===== src/rtl/fft_pkg.sv =====
// Shared constants, FSM state type and packed-bus helper for the gemm frame sequencer.
package fft_pkg;

    localparam int EXP_WIDTH    = 4;
    localparam int SIG_WIDTH    = 4;
    localparam int FORMAT_WIDTH = 1 + EXP_WIDTH + SIG_WIDTH;
    localparam int POINTS       = 4;

    typedef enum logic [1:0] {
        LOAD,
        ISSUE,
        WAIT,
        DRAIN
    } seq_state_t;

    // Slot k of a four-sample bus lives at bits [k*FORMAT_WIDTH +: FORMAT_WIDTH].
    function automatic logic [FORMAT_WIDTH-1:0] get_slot(
        input logic [POINTS*FORMAT_WIDTH-1:0] bus,
        input logic [1:0]                     k
    );
        return bus[k*FORMAT_WIDTH +: FORMAT_WIDTH];
    endfunction

endpackage


===== src/rtl/gemm_frame_sequencer_if.sv =====
// Sample stream, result stream and gemm start/done bus seen by the frame sequencer.
interface gemm_frame_sequencer_if
    import fft_pkg::*;
#(
    parameter int formatWidth = FORMAT_WIDTH
) ();

    logic                          in_valid;
    logic                          in_ready;
    logic [formatWidth-1:0]        in_real;
    logic [formatWidth-1:0]        in_imag;
    logic                          start;
    logic [POINTS*formatWidth-1:0] input_real;
    logic [POINTS*formatWidth-1:0] input_imag;
    logic [POINTS*formatWidth-1:0] output_real;
    logic [POINTS*formatWidth-1:0] output_imag;
    logic                          gemm_done;
    logic                          out_valid;
    logic                          out_ready;
    logic [formatWidth-1:0]        out_real;
    logic [formatWidth-1:0]        out_imag;
    logic                          out_last;
    logic                          busy;
    logic                          error;

    modport master (
        input  in_valid, in_real, in_imag, output_real, output_imag, gemm_done, out_ready,
        output in_ready, start, input_real, input_imag, out_valid, out_real, out_imag,
               out_last, busy, error
    );

    modport slave (
        output in_valid, in_real, in_imag, output_real, output_imag, gemm_done, out_ready,
        input  in_ready, start, input_real, input_imag, out_valid, out_real, out_imag,
               out_last, busy, error
    );

endinterface


===== src/rtl/frame_buffer4.sv =====
// Four-entry complex register file: single-slot write, whole-frame load, packed read port.
module frame_buffer4
    import fft_pkg::*;
#(
    parameter int formatWidth = FORMAT_WIDTH
) (
    input  logic                          clk,
    input  logic                          rst,
    input  logic                          wr_en,
    input  logic [1:0]                    wr_slot,
    input  logic [formatWidth-1:0]        wr_real,
    input  logic [formatWidth-1:0]        wr_imag,
    input  logic                          load_en,
    input  logic [POINTS*formatWidth-1:0] load_real,
    input  logic [POINTS*formatWidth-1:0] load_imag,
    output logic [POINTS*formatWidth-1:0] rd_real,
    output logic [POINTS*formatWidth-1:0] rd_imag
);

    logic [POINTS*formatWidth-1:0] real_q;
    logic [POINTS*formatWidth-1:0] imag_q;

    // A whole-frame load wins over a single-slot write.
    always_ff @(posedge clk or negedge rst) begin
        if (!rst) begin
            real_q <= '0;
            imag_q <= '0;
        end else if (load_en) begin
            real_q <= load_real;
            imag_q <= load_imag;
        end else if (wr_en) begin
            real_q[wr_slot*formatWidth +: formatWidth] <= wr_real;
            imag_q[wr_slot*formatWidth +: formatWidth] <= wr_imag;
        end
    end

    assign rd_real = real_q;
    assign rd_imag = imag_q;

endmodule


===== src/rtl/gemm_frame_sequencer.sv =====
// Packs four stream samples for the gemm kernel, runs start/done, streams four results back.
// Optional watchdog on the gemm wait: define GEMM_FRAME_SEQUENCER_TIMEOUT_EN.
module gemm_frame_sequencer
    import fft_pkg::*;
#(
    parameter int expWidth       = EXP_WIDTH,
    parameter int sigWidth       = SIG_WIDTH,
    parameter int formatWidth    = 1 + expWidth + sigWidth
`ifdef GEMM_FRAME_SEQUENCER_TIMEOUT_EN
    ,
    parameter int TIMEOUT_CYCLES = 255
`endif
) (
    input logic                    clk,
    input logic                    rst,
    gemm_frame_sequencer_if.master bus
);

    seq_state_t                    state;
    logic [1:0]                    load_cnt;
    logic [1:0]                    drain_cnt;
    logic                          in_ready_q;
    logic                          start_q;
    logic                          out_valid_q;
    logic                          out_last_q;
    logic                          busy_q;
    logic [formatWidth-1:0]        out_real_q;
    logic [formatWidth-1:0]        out_imag_q;
    logic [POINTS*formatWidth-1:0] in_real_buf;
    logic [POINTS*formatWidth-1:0] in_imag_buf;
    logic [POINTS*formatWidth-1:0] res_real_buf;
    logic [POINTS*formatWidth-1:0] res_imag_buf;
    logic [POINTS*formatWidth-1:0] res_real_next;
    logic [POINTS*formatWidth-1:0] res_imag_next;
    logic                          in_beat;
    logic                          out_beat;
    logic                          capture;
    logic                          timeout_hit;
    logic                          wait_exit;

    assign in_beat       = in_ready_q && bus.in_valid;
    assign out_beat      = out_valid_q && bus.out_ready;
    assign capture       = (state == WAIT) && bus.gemm_done;
    assign wait_exit     = capture || timeout_hit;
    // A timed-out frame drains zeros so downstream still sees a complete frame.
    assign res_real_next = capture ? bus.output_real : '0;
    assign res_imag_next = capture ? bus.output_imag : '0;

`ifdef GEMM_FRAME_SEQUENCER_TIMEOUT_EN
    logic [7:0] wait_cnt;
    logic       error_q;

    assign timeout_hit = (state == WAIT) && !bus.gemm_done &&
                         (wait_cnt == 8'(TIMEOUT_CYCLES - 1));

    always_ff @(posedge clk or negedge rst) begin
        if (!rst) begin
            wait_cnt <= '0;
            error_q  <= 1'b0;
        end else begin
            if (state == ISSUE) begin
                wait_cnt <= '0;
            end else if (state == WAIT) begin
                wait_cnt <= wait_cnt + 8'd1;
            end
            if (timeout_hit) begin
                error_q <= 1'b1;
            end
        end
    end

    assign bus.error = error_q;
`else
    assign timeout_hit = 1'b0;
    assign bus.error   = 1'b0;
`endif

    frame_buffer4 #(.formatWidth(formatWidth)) u_input_frame (
        .clk       (clk),
        .rst       (rst),
        .wr_en     (in_beat),
        .wr_slot   (load_cnt),
        .wr_real   (bus.in_real),
        .wr_imag   (bus.in_imag),
        .load_en   (1'b0),
        .load_real ('0),
        .load_imag ('0),
        .rd_real   (in_real_buf),
        .rd_imag   (in_imag_buf)
    );

    frame_buffer4 #(.formatWidth(formatWidth)) u_result_frame (
        .clk       (clk),
        .rst       (rst),
        .wr_en     (1'b0),
        .wr_slot   (2'd0),
        .wr_real   ('0),
        .wr_imag   ('0),
        .load_en   (wait_exit),
        .load_real (res_real_next),
        .load_imag (res_imag_next),
        .rd_real   (res_real_buf),
        .rd_imag   (res_imag_buf)
    );

    // out_real/out_imag are preloaded with the next slot so the result port stays registered.
    always_ff @(posedge clk or negedge rst) begin
        if (!rst) begin
            state       <= LOAD;
            load_cnt    <= '0;
            drain_cnt   <= '0;
            in_ready_q  <= 1'b1;
            start_q     <= 1'b0;
            out_valid_q <= 1'b0;
            out_last_q  <= 1'b0;
            busy_q      <= 1'b0;
            out_real_q  <= '0;
            out_imag_q  <= '0;
        end else begin
            case (state)
                LOAD: begin
                    if (in_beat) begin
                        load_cnt <= load_cnt + 2'd1;
                        if (load_cnt == 2'd3) begin
                            state      <= ISSUE;
                            in_ready_q <= 1'b0;
                            start_q    <= 1'b1;
                            busy_q     <= 1'b1;
                        end
                    end
                end
                ISSUE: begin
                    state <= WAIT;
                end
                WAIT: begin
                    if (wait_exit) begin
                        state       <= DRAIN;
                        start_q     <= 1'b0;
                        out_valid_q <= 1'b1;
                        out_last_q  <= 1'b0;
                        drain_cnt   <= '0;
                        out_real_q  <= get_slot(res_real_next, 2'd0);
                        out_imag_q  <= get_slot(res_imag_next, 2'd0);
                    end
                end
                DRAIN: begin
                    if (out_beat) begin
                        if (drain_cnt == 2'd3) begin
                            state       <= LOAD;
                            drain_cnt   <= '0;
                            out_valid_q <= 1'b0;
                            out_last_q  <= 1'b0;
                            in_ready_q  <= 1'b1;
                            busy_q      <= 1'b0;
                        end else begin
                            drain_cnt  <= drain_cnt + 2'd1;
                            out_real_q <= get_slot(res_real_buf, drain_cnt + 2'd1);
                            out_imag_q <= get_slot(res_imag_buf, drain_cnt + 2'd1);
                            out_last_q <= (drain_cnt == 2'd2);
                        end
                    end
                end
                default: begin
                    state <= LOAD;
                end
            endcase
        end
    end

    assign bus.in_ready   = in_ready_q;
    assign bus.start      = start_q;
    assign bus.input_real = in_real_buf;
    assign bus.input_imag = in_imag_buf;
    assign bus.out_valid  = out_valid_q;
    assign bus.out_real   = out_real_q;
    assign bus.out_imag   = out_imag_q;
    assign bus.out_last   = out_last_q;
    assign bus.busy       = busy_q;

endmodule


===== src/flat_wrapper.sv =====
// flat-port wrapper written by rule: the top's interface ports become plain ports
module gemm_frame_sequencer_flat import fft_pkg::*;
#(
    parameter int expWidth       = EXP_WIDTH,
    parameter int sigWidth       = SIG_WIDTH,
    parameter int formatWidth    = 1 + expWidth + sigWidth

)
  (clk, rst, bus_in_valid, bus_in_real, bus_in_imag, bus_output_real, bus_output_imag, bus_gemm_done, bus_out_ready, bus_in_ready, bus_start, bus_input_real, bus_input_imag, bus_out_valid, bus_out_real, bus_out_imag, bus_out_last, bus_busy, bus_error);
  gemm_frame_sequencer_if #(.formatWidth(formatWidth)) bus_i ();
  input logic clk;
  input logic rst;
  input wire logic [$bits(bus_i.in_valid)-1:0] bus_in_valid;
  input wire logic [$bits(bus_i.in_real)-1:0] bus_in_real;
  input wire logic [$bits(bus_i.in_imag)-1:0] bus_in_imag;
  input wire logic [$bits(bus_i.output_real)-1:0] bus_output_real;
  input wire logic [$bits(bus_i.output_imag)-1:0] bus_output_imag;
  input wire logic [$bits(bus_i.gemm_done)-1:0] bus_gemm_done;
  input wire logic [$bits(bus_i.out_ready)-1:0] bus_out_ready;
  output wire logic [$bits(bus_i.in_ready)-1:0] bus_in_ready;
  output wire logic [$bits(bus_i.start)-1:0] bus_start;
  output wire logic [$bits(bus_i.input_real)-1:0] bus_input_real;
  output wire logic [$bits(bus_i.input_imag)-1:0] bus_input_imag;
  output wire logic [$bits(bus_i.out_valid)-1:0] bus_out_valid;
  output wire logic [$bits(bus_i.out_real)-1:0] bus_out_real;
  output wire logic [$bits(bus_i.out_imag)-1:0] bus_out_imag;
  output wire logic [$bits(bus_i.out_last)-1:0] bus_out_last;
  output wire logic [$bits(bus_i.busy)-1:0] bus_busy;
  output wire logic [$bits(bus_i.error)-1:0] bus_error;
  assign bus_i.in_valid = bus_in_valid;
  assign bus_i.in_real = bus_in_real;
  assign bus_i.in_imag = bus_in_imag;
  assign bus_i.output_real = bus_output_real;
  assign bus_i.output_imag = bus_output_imag;
  assign bus_i.gemm_done = bus_gemm_done;
  assign bus_i.out_ready = bus_out_ready;
  assign bus_in_ready = bus_i.in_ready;
  assign bus_start = bus_i.start;
  assign bus_input_real = bus_i.input_real;
  assign bus_input_imag = bus_i.input_imag;
  assign bus_out_valid = bus_i.out_valid;
  assign bus_out_real = bus_i.out_real;
  assign bus_out_imag = bus_i.out_imag;
  assign bus_out_last = bus_i.out_last;
  assign bus_busy = bus_i.busy;
  assign bus_error = bus_i.error;
  gemm_frame_sequencer #(.expWidth(expWidth), .sigWidth(sigWidth), .formatWidth(formatWidth)) u_core (.clk(clk), .rst(rst), .bus(bus_i));
endmodule

===== config.mk =====
export PLATFORM = sky130hd
export DESIGN_NAME = gemm_frame_sequencer_flat
export DESIGN_NICKNAME = d
export VERILOG_FILES = /design/src/rtl/fft_pkg.sv /design/src/rtl/gemm_frame_sequencer_if.sv /design/src/rtl/frame_buffer4.sv /design/src/rtl/gemm_frame_sequencer.sv /design/src/flat_wrapper.sv
export SDC_FILE = /design/constraint.sdc
export NUM_CORES = 1
export LEC_CHECK = 0
export ABC_AREA = 1
export BUFFER_PORTS_ARGS = -buffer_cell sky130_fd_sc_hd__buf_2
export CAP_MARGIN = 20
export CORE_MARGIN = 8
export CORE_UTILIZATION = 58
export CTS_CLUSTER_SIZE = 16
export DETAILED_ROUTE_END_ITERATION = 16
export PLACE_DENSITY = 0.87
export REMOVE_ABC_BUFFERS = 1
export SETUP_SLACK_MARGIN = 0.05
export SLEW_MARGIN = 20
export SYNTH_ARGS = -nofsm -noshare
export SYNTH_HDL_FRONTEND = slang
export SYNTH_HIERARCHICAL = 1
export SYNTH_SLANG_ARGS = --single-unit
export TNS_END_PERCENT = 30

===== constraint.sdc =====
create_clock -name clk -period 2.6 [get_ports clk]
set_input_delay 0.39 -clock clk [delete_from_list [all_inputs] [get_ports clk]]
set_output_delay 0.39 -clock clk [all_outputs]
set_load 0.03 [all_outputs]

==> flow_summary.ini <==
[global_routing]
antenna_found_initial = 0
grt_max_degree = 86
global_route.overflow_total = 0
grt_first_pass_wirelength_mm = 56.2
grt_pass1_vias = 11528
global_route.usage.total_pct = 26.6

[sta]
maxClockFrequency_mhz = 461
whs_ns = 0.293
worst_clock_skew_ns = 0.00759
post-route-period-util_pct = 83.4
timing.final.max_slew_violations = 0
rsz_0062_raised_after_global_routing = false
slew_headroom_pct = 26.5
setup_viol_count_final = 0
hold_viol_final = 0
timing.final.crit_period_ns = 2.17
worstMarginPinSlew_ns = 1.10
setup-tns-final_ns = 0

[logic_synthesis]
ys_ff_latch = 173
synth_xor_area_share_pct = 0.0740
synth_top_area_cell = dfrtp_1
synth.lib_cells_used.distinct = 30
synth_edf_count = 0
yosys.area_share.simple_pct = 45.6
synth_top_area_share_pct = 36.4
postSynthAreaPerCell_um2 = 6.80
synth-compound-area-share_pct = 2.53
syn-instance-count = 1740
synth-async-reset-ratio_pct = 100
synth_seq_area_share_pct = 36.6
synth_commonest_cells = nand2_1, nand3_1, inv_1
synth_ff_type = dfrtp_1
main_combinational_cell_family_by_area_after_synthesis = simple AND/OR/NAND/NOR gates
mappedNetlistArea_mm2 = 0.0118
synth.top_cells.by_area = dfrtp_1, nand2_1, nand3_1, inv_1, nor2_4
synth.yosys.warnings = 6
synth_most_common_cell = nand2_1
synthAdderAreaFrac_pct = 1.90
synth.mux.area_fraction_pct = 0

[layout]
area_growth_syn_to_layout_pct = 15.4
drive_gt1_share_pct = 16.3
antenna_cells_inserted = 0
nets = 2104
post_route_insts_no_fill = 2273

[power]
worst_ir_drop_vdd_mv = 0.431
power-per-cell-area_mw_per_mm2 = 475
leakage_uw = 0.00752

[clock_tree]
tritoncts = done
numCtsBuffers = 17
cts_sinks = 173
post_cts_hold_buffer_count = 1
worst_setup_hold_path_clk_slew_ns = 0.07
root_buffer = clkbuf_16
cts.repair_timing.setup_buffer_count = 0
clock_tree.buffer_depth = 2
insertion_delay_ns = 0.43
cts_resized = 0
ctsHtreeMaxLevel = 4

[worst_setup_path]
start_kind = flop
critical_path.max_fanout = 44
regToRegEndpoint = u_core/u_result_frame/rd_real[20]
cp-end-kind = flop
worst-setup-path-type = flop to flop
reg2reg_from = u_core/state[0]
data_required_time_at_the_worst_endpoint_ns = 2.96
ff2ff_path_depth = 9
endpoint = u_core/u_result_frame/rd_real[20]
critical_path.startpoint = u_core/state[0]
crit_arrival_ns = 2.53
reg2reg_setup_slack_ns = 0.43

[floorplanning]
io_pins = 191
dieHeight_um = 159
initial_utilization_pct = 58.9
design.die.area_mm2 = 0.0252
placeableCoreArea_mm2 = 0.0201
rows = 52
die_width_um = 159

[detailed_routing]
drt_iter0_markers = 1252
routed-via-count = 11972
drtPass1Iterations = 6
drc = 0
route.detailed.vias_per_inst = 5.27
wire_per_inst_um = 14.9
drtAntennaViolNets = 0
drt-total-wl_mm = 34.0

[run_status]
run_status = finished clean

[worst_hold_path]
hold_path_class = primary input to flop

[placement]
dp_hpwl_mm = 23.6
placed_cells_incl_taps = 2241
gp_congestion = 0.890
portBuffers = 189

[run]
maxcap_violations = 0
## sequential cells by signal (all words and copies together) (netlist names), 2 cells and up
signal,flops
u_core/u_input_frame/rd_real,36
u_core/u_result_frame/rd_real,36
u_core/bus.out_real,9
u_core/u_input_frame/rd_imag,36
u_core/drain_cnt,2
u_core/state,2
u_core/u_result_frame/rd_imag,36
u_core/bus.out_imag,9
u_core/load_cnt,2
## stage by stage
step	setup slack, ns	total power (µW)	cell area [µm²]	util (%)
after floorplan	-3.69	3650	11600	-
after global placement	0.619	3980	13100	65.1
after detailed placement	0.506	4000	13100	65.1
after CTS	0.485	6470	13700	68.0
after global routing	0.288	6750	13700	68.0
final	0.430	6500	13700	68.0
## power by group
group / switching [µW] / leakage [µW] / internal (µW)
Clock: 1080 / 0.000260 / 1410
Sequential: 99.4 / 0.00225 / 2850
Combinational: 740 / 0.00501 / 312
## cell type report
| type | instances | area (µm²) |
|---|---|---|
| multi-input cells | 1365 | 6430 |
| clock inverters | 10 | 118 |
| repair buffers | 207 | 1150 |
| well taps | 270 | 338 |
| inverters | 227 | 855 |
| clock buffers | 21 | 440 |
| flip-flops and latches | 173 | 4330 |
| fillers | 1716 | 6440 |
## worst max-delay path, cell delays in order, from the launching register on
cell and delay (ns):
dfrtp_1 0.42, inv_1 0.10, ha_1 0.41, nand2_8 0.25
inv_2 0.15, buf_4 0.45, nand2_1 0.12, nand2_1 0.09
inv_1 0.04, nand2_1 0.06
## placed cells by master (no fill, tap or decap), drive strengths merged
master       count
inv            228
clkbuf          21
conb           131
nand4           18
xnor2            1
nor3             1
clkinvlp         4
nor2           154
buf            206
bufinv           2
a21oi           10
dfrtp          172
dlygate4sd3      1
ha              18
dfstp            1
nand2          649
clkinv           3
o21ai           46
nand3          337
## how the worst min path moves through the flow
stage                     cells past startpoint  slack [ns]           startpoint                                end
final                                         5        0.29  bus_output_real[13]  u_core/u_result_frame/rd_real[13]
after floorplan                               0        0.09                  rst                    u_core/bus.busy
after CTS                                     5        0.28  bus_output_real[13]  u_core/u_result_frame/rd_real[13]
after global routing                          5        0.31  bus_output_real[13]  u_core/u_result_frame/rd_real[13]
after detailed placement                      1        0.36                  rst   u_core/u_input_frame/rd_imag[30]
after global placement                        1        0.37                  rst   u_core/u_input_frame/rd_imag[33]
## metal layers
layer	GRT usage (%)	vias to the layer above	share of wire [%]	routed length, µm
met4	13.6	0	4.5	1520
met2	43.9	690	47	16000
met3	5.48	110	9.3	3140
met1	32.6	5432	39	13300
li1	-	5740	-	-
met5	0	-	0	0
## cells by family after synthesis
kind of cell	Yosys count
DFF	173
other	1
AOI/OAI and AO/OA	56
buffers and inverters	332
and+or+nand+nor	1159
xor gates and xnor gates	1
adders and majority gates	18
(Power assumes the default switching activity.)
